$ cat src/rtl/seq_det_pkg.sv
// Shared definitions for the runtime-configurable serial pattern detector:
// FSM state encoding, minimum pattern length and the cfg_len clamp.
package seq_det_pkg;

    typedef enum logic {
        S_IDLE = 1'b0,
        S_RUN  = 1'b1
    } state_e;

    localparam int unsigned MIN_LEN = 2;

    // Limit a requested pattern length to MIN_LEN..max_len.
    function automatic int unsigned clamp_len(input int unsigned raw, input int unsigned max_len);
        if (raw < MIN_LEN) begin
            return MIN_LEN;
        end
        if (raw > max_len) begin
            return max_len;
        end
        return raw;
    endfunction

endpackage

$ cat src/rtl/prefix_tracker.sv
// Combinational matcher: full-pattern hit and longest pattern prefix found
// at the tail of the received window {history, din}.
module prefix_tracker
    import seq_det_pkg::*;
#(
    parameter int unsigned MAX_LEN = 8,
    parameter int unsigned LEN_W   = 4
) (
    input  logic [MAX_LEN-1:0] window_i,
    input  logic [MAX_LEN-1:0] pattern_i,
    input  logic [LEN_W-1:0]   len_i,
    input  logic [LEN_W-1:0]   fill_i,
    output logic               full_match_o,
    output logic [LEN_W-1:0]   prefix_len_o
);

    localparam logic [MAX_LEN-1:0] ONES = {MAX_LEN{1'b1}};

    int unsigned        len;
    int unsigned        avail;
    logic [MAX_LEN-1:0] len_mask;
    logic [MAX_LEN-1:0] k_mask;
    logic [MAX_LEN-1:0] head;
    logic               hit;

    // The window holds fill_i history bits plus the incoming bit.
    always_comb begin
        len          = 32'(len_i);
        avail        = 32'(fill_i) + 32'd1;
        len_mask     = ~(ONES << len);
        full_match_o = (len >= MIN_LEN) && (avail >= len) &&
                       (((window_i ^ pattern_i) & len_mask) == '0);

        // Oldest k pattern bits sit at pattern[len-1 -: k]; align them to bit 0.
        prefix_len_o = '0;
        k_mask       = '0;
        head         = '0;
        hit          = 1'b0;
        for (int unsigned k = 1; k < MAX_LEN; k++) begin
            k_mask = ~(ONES << k);
            head   = (k < len) ? (pattern_i >> (len - k)) : '0;
            hit    = (k < len) && (k <= avail) && (((window_i ^ head) & k_mask) == '0);
            if (hit) begin
                prefix_len_o = LEN_W'(k);
            end
        end
    end

endmodule

$ cat src/rtl/mealy_seq_detector.sv
// Runtime-loadable Mealy serial pattern detector with same-cycle match output.
// Optional saturating match counter enabled by defining MATCH_COUNT_EN.
module mealy_seq_detector
    import seq_det_pkg::*;
#(
    parameter int unsigned MAX_LEN = 8,
    parameter int unsigned LEN_W   = 4,
    parameter int unsigned CNT_W   = 8
) (
    input  logic               clk,
    input  logic               reset,
    input  logic               cfg_load,
    input  logic [MAX_LEN-1:0] cfg_pattern,
    input  logic [LEN_W-1:0]   cfg_len,
    input  logic               cfg_overlap,
    input  logic               din_valid,
    input  logic               din,
    output logic               z,
    output logic [LEN_W-1:0]   match_len,
`ifdef MATCH_COUNT_EN
    output logic               armed,
    output logic [CNT_W-1:0]   match_count
`else
    output logic               armed
`endif
);

    localparam int unsigned HIST_W = MAX_LEN - 1;

    // Reject parameter sets that cannot represent the pattern length.
    if (MAX_LEN < MIN_LEN || (64'd1 << LEN_W) <= 64'(MAX_LEN) || CNT_W < 1) begin : g_bad_params
        $error("mealy_seq_detector: invalid MAX_LEN/LEN_W/CNT_W");
    end

    state_e             state_q, state_d;
    logic [MAX_LEN-1:0] pattern_q, pattern_d;
    logic [LEN_W-1:0]   len_q, len_d;
    logic               overlap_q, overlap_d;
    logic [HIST_W-1:0]  hist_q, hist_d;
    logic [LEN_W-1:0]   fill_q, fill_d;
    logic [LEN_W-1:0]   match_len_q, match_len_d;
    logic               armed_q, armed_d;

    logic [MAX_LEN-1:0] window;
    logic               full_match;
    logic [LEN_W-1:0]   prefix_len;
    logic               accept;

    assign window = {hist_q, din};

    prefix_tracker #(
        .MAX_LEN (MAX_LEN),
        .LEN_W   (LEN_W)
    ) u_prefix_tracker (
        .window_i     (window),
        .pattern_i    (pattern_q),
        .len_i        (len_q),
        .fill_i       (fill_q),
        .full_match_o (full_match),
        .prefix_len_o (prefix_len)
    );

    // A load in the same cycle always wins; the coincident bit is dropped.
    assign accept = !reset && (state_q == S_RUN) && din_valid && !cfg_load;
    assign z      = accept && full_match;

    always_comb begin
        state_d     = state_q;
        pattern_d   = pattern_q;
        len_d       = len_q;
        overlap_d   = overlap_q;
        hist_d      = hist_q;
        fill_d      = fill_q;
        match_len_d = match_len_q;
        armed_d     = armed_q;

        if (cfg_load) begin
            state_d     = S_RUN;
            armed_d     = 1'b1;
            pattern_d   = cfg_pattern;
            len_d       = LEN_W'(clamp_len(32'(cfg_len), MAX_LEN));
            overlap_d   = cfg_overlap;
            hist_d      = '0;
            fill_d      = '0;
            match_len_d = '0;
        end else begin
            case (state_q)
                S_IDLE: begin
                    armed_d = 1'b0;
                end
                S_RUN: begin
                    if (accept) begin
                        if (z && !overlap_q) begin
                            hist_d      = '0;
                            fill_d      = '0;
                            match_len_d = '0;
                        end else begin
                            hist_d      = window[HIST_W-1:0];
                            fill_d      = (fill_q == LEN_W'(HIST_W)) ? fill_q : fill_q + LEN_W'(1);
                            match_len_d = prefix_len;
                        end
                    end
                end
                default: begin
                    state_d = S_IDLE;
                    armed_d = 1'b0;
                end
            endcase
        end
    end

    always_ff @(posedge clk) begin
        if (reset) begin
            state_q     <= S_IDLE;
            pattern_q   <= '0;
            len_q       <= '0;
            overlap_q   <= 1'b0;
            hist_q      <= '0;
            fill_q      <= '0;
            match_len_q <= '0;
            armed_q     <= 1'b0;
        end else begin
            state_q     <= state_d;
            pattern_q   <= pattern_d;
            len_q       <= len_d;
            overlap_q   <= overlap_d;
            hist_q      <= hist_d;
            fill_q      <= fill_d;
            match_len_q <= match_len_d;
            armed_q     <= armed_d;
        end
    end

    assign match_len = match_len_q;
    assign armed     = armed_q;

`ifdef MATCH_COUNT_EN
    logic [CNT_W-1:0] count_q, count_d;

    // Saturating count of z pulses since the last load.
    always_comb begin
        count_d = count_q;
        if (cfg_load) begin
            count_d = '0;
        end else if (z && (count_q != {CNT_W{1'b1}})) begin
            count_d = count_q + CNT_W'(1);
        end
    end

    always_ff @(posedge clk) begin
        if (reset) begin
            count_q <= '0;
        end else begin
            count_q <= count_d;
        end
    end

    assign match_count = count_q;
`endif

endmodule

$ cat config.mk
export PLATFORM = sky130hd
export DESIGN_NAME = mealy_seq_detector
export DESIGN_NICKNAME = d
export VERILOG_FILES = /design/src/rtl/seq_det_pkg.sv /design/src/rtl/prefix_tracker.sv /design/src/rtl/mealy_seq_detector.sv
export SDC_FILE = /design/constraint.sdc
export NUM_CORES = 1
export LEC_CHECK = 0
export CAP_MARGIN = 20
export CORE_ASPECT_RATIO = 2
export CORE_MARGIN = 10
export CORE_UTILIZATION = 62
export DETAILED_ROUTE_END_ITERATION = 7
export HOLD_SLACK_MARGIN = 0.02
export PLACE_DENSITY_LB_ADDON = 0.2
export SLEW_MARGIN = 40
export SYNTH_ARGS = -nofsm -noshare
export SYNTH_HDL_FRONTEND = slang
export SYNTH_HIERARCHICAL = 1
export SYNTH_SLANG_ARGS = --single-unit
$ cat constraint.sdc
create_clock -name clk -period 4.6 [get_ports clk]
set_input_delay 0.46 -clock clk [delete_from_list [all_inputs] [get_ports clk]]
set_output_delay 0.46 -clock clk [all_outputs]
set_load 0.005 [all_outputs]
==> qor.log <==
[floorplan] number of top-level design ports 24
[synthesis] async set or reset register ratio after synthesis 0
[floorplan] row count 41
[cts] clock insertion delay at the later pin of the skew report 0.29 ns
[placed_design] placed wire-length estimate after detailed placement 9.39 mm
[setup_path] required arrival time at the worst endpoint 4.14 ns
[synthesis] simple-gate area share of the yosys netlist 0.196
[power] power density cells 215 nW/um2
[layout] Cell Count, Final, Fillers Out 560
[layout] final antenna diode count 0
[cts] clock tree buffer depth 2
[setup_path] arrival time worst endpoint 3.33 ns
[detailed_routing] Via Count 3870
[cts] H-tree depth 2
[detailed_routing] number of routed nets with antenna violations 0
[layout] count of nets after finishing 520
[hold_path] Min-Delay Path Class reg -> reg
[setup_path] Critical Path End Type primary output
[synthesis] total nets after synthesis 519
[placed_design] cell area after placement 4120 um2
[synthesis] Yosys cell types 72
[sta] total negative slack 0 ns
[floorplan] horizontal extent of the die 76.4 um
[global_route] overall fraction of global-route tracks in use 0.254
[placed_design] Port-buffer cells 23
[sta] worst hold slack 0.467 ns
[power] worst voltage drop across the vdd grid 0.227 mV
[setup_path] startpoint-to-endpoint class of the critical path reg -> out
[placed_design] placed cells 552
[global_route] number of antenna violations at the first check in global routing 0
[global_route] total gr overflow 0
[sta] fin. max-slew vios 0
[synthesis] Post-Synth Adder-Cell Area 0.0919
[job] Maximum Capacitance Violations 0
[cts] number of CTS-inserted buffers 5
[sta] setup clock skew after layout 0.00416 ns
[floorplan] core area 6260 um2
[detailed_routing] DRC viols 0
[synthesis] sequential-to-total area share from yosys stat 0.152
[floorplan] effective utilization at floorplan 0.631
[global_route] pin count of the biggest net entering global routing 42
[sta] remaining max-slew budget at the tightest pin 0.535
[sta] final worst path period share 0.824
[synthesis] main combinational cell family by area after synthesis compound AO/OA/AOI/OAI gates
[layout] share of cells above drive strength 1 0.0970
[layout] area of all sequential standard cells 602 um2
[cts] total of cells resized after clock tree synthesis 0
[layout] area growth from synthesis to final layout 8.40%
[layout] area of combinational cells with multiple inputs 3040 um2
[synthesis] xor/xnor cell area share of the yosys netlist 0.0466
[cts] count of hold buffers inserted by post-cts repair 0
[detailed_routing] detailed-routing iteration count for the pre-antenna-repair pass 5
[synthesis] EDFF count, synth 0
[detailed_routing] routed length per placed instance 23.1 um
[layout] fillers 562
[sta] post-layout min period 3.79 ns
[setup_path] type of element launching the critical path register
[global_route] global-route wire length before repair 20.7 mm
[layout] Non-Filler Cell Area, Final 4280 um2
[synthesis] per-instance average area after synthesis 8.36 um2
[sta] Peak Freq 264 MHz
[sta] slew at the pin with the worst max-slew slack 0.697 ns
[sta] setup repair after global routing missed its margin no
[sta] final count of hold timing violations 0
[floorplan] die height 133 um
[floorplan] Die Outline Area 10100 um2
[synthesis] Post-synth top flop dfxtp_1
[outcome] run status finished, final reports clean
[detailed_routing] aggregate routed wire length 12.9 mm
[global_route] number of global-route vias before repair 3835
[placed_design] last weighted congestion value of the routability-driven placer 0.969
[detailed_routing] Detailed Route Iter0 Violations 502
[placed_design] Place WS 0.952 ns
[synthesis] total number of yosys warnings 6
[power] standby leakage power 1.59 nW
[synthesis] proportion of synthesized area in mux cells 0.206
[synthesis] post-synthesis cell area 3950 um2
[cts] buffers inserted by post-CTS timing repair 0
[setup_path] maximum fanout along the worst path 23
[cts] Num Clock Sinks 30
[synthesis] compound-cell area share of the yosys netlist 0.230
[layout] commonest non-fill, non-tap cells in the layout nor2_1, a21oi_1
[detailed_routing] DR vias/cell 6.91
[synthesis] FF+latch count, synth 30
[cts] CTS tree built
[sta] final setup violating endpoints 0
[cts] register clock-pin slew on the reported worst setup and hold paths 0.05 ns
[synthesis] number of cells produced by synthesis 472
[sta] setup slack after layout 0.810 ns
[cts] root buffer selected by CTS clkbuf_16
-- kinds of logic (layout without fill, tap and decap cells) --
logic type | Yosys count | count (layout)
other cells | 1 | 1
buf+inv | 59 | 61
xor+xnor | 21 | 21
simple gates | 146 | 146
mux | 55 | 55
compound gates | 131 | 131
fa+ha+maj | 29 | 29
flops | 30 | 30
-- critical path, stage by stage (launching register included) --
cell	delay (ns)
dfxtp_1	0.30
buf_4	0.22
ha_1	0.32
ha_1	0.24
o22ai_1	0.11
a21oi_1	0.06
a21oi_1	0.20
o221ai_1	0.15
a2111oi_0	0.40
o21ai_0	0.17
a21oi_1	0.20
and3_1	0.18
clkdlybuf4s50_1	0.50
-- path summary, 6_finish.rpt --
path,from,end,slack (ns),cells after the start
hold / removal,armed$_SDFFE_PP0P_,armed$_SDFFE_PP0P_,0.47,1
setup / recovery,len_q[1]$_SDFFE_PP0P_,z,0.81,12
setup reg to reg,len_q[2]$_SDFFE_PP0P_,match_len[0]$_SDFFE_PP0P_,0.85,10
hold reg to reg,armed$_SDFFE_PP0P_,armed$_SDFFE_PP0P_,0.47,1
-- area by class of cell --
class,instances,share of cell area
Sequential cell,30,0.141
Tap cell,86,0.0252
Timing Repair Buffer,29,0.0632
Clock inverter,3,0.00936
Multi-Input combinational cell,383,0.711
Clock buffer,5,0.0292
Inverter,24,0.0211
-- state kept, by name, summed over array words and instances, names as in the netlist --
register   cells
overlap_q      1
match_len      4
hist_q         7
state_q        1
len_q          4
pattern_q      8
fill_q         4
armed          1
-- per-layer routing --
metal	vias to the layer above	share of wire	track usage
met5	-	0	0
met4	0	0.053	0.147
met3	48	0.051	0.0387
met2	176	0.52	0.454
met1	1868	0.38	0.272
li1	1778	-	-
-- power by group --
group / switching, mW / internal (mW)
clock: 0.123 / 0.253
combinational: 0.140 / 0.111
sequential: 0.0252 / 0.269
-- metrics by stage --
stage	total power, mW	util
6_report	0.921	0.684
5_1_grt	0.956	0.684
4_1_cts	0.916	0.684
3_5_place_dp	0.542	0.658
3_3_place_gp	0.539	0.658
2_1_floorplan	0.473	-
-- synthesized netlist by cell type, types with 4 or more instances --
cell type	number	area share
a21oi_1	37	0.047
clkbuf_1	14	0.013
xnor2_1	15	0.033
nand2_1	29	0.028
and3_1	4	0.0063
a211oi_1	5	0.0095
nor3_1	9	0.011
nand4_1	6	0.0095
a31oi_1	8	0.013
inv_1	23	0.022
ha_1	29	0.092
o2111ai_1	4	0.0089
mux2i_1	29	0.074
mux4_2	11	0.063
a221o_1	4	0.010
buf_6	6	0.017
a22oi_1	4	0.0076
o21ai_0	14	0.018
buf_2	11	0.014
a22o_1	8	0.018
and2_1	4	0.0063
o22ai_1	7	0.011
xor2_1	6	0.013
nor2b_1	4	0.0063
mux2_2	8	0.023
dfxtp_1	30	0.15
mux4_1	7	0.047
nand3_1	14	0.018
a21o_1	5	0.0095
nand2b_1	10	0.016
nor2_1	37	0.035
Power figures use the tool's default switching activity.
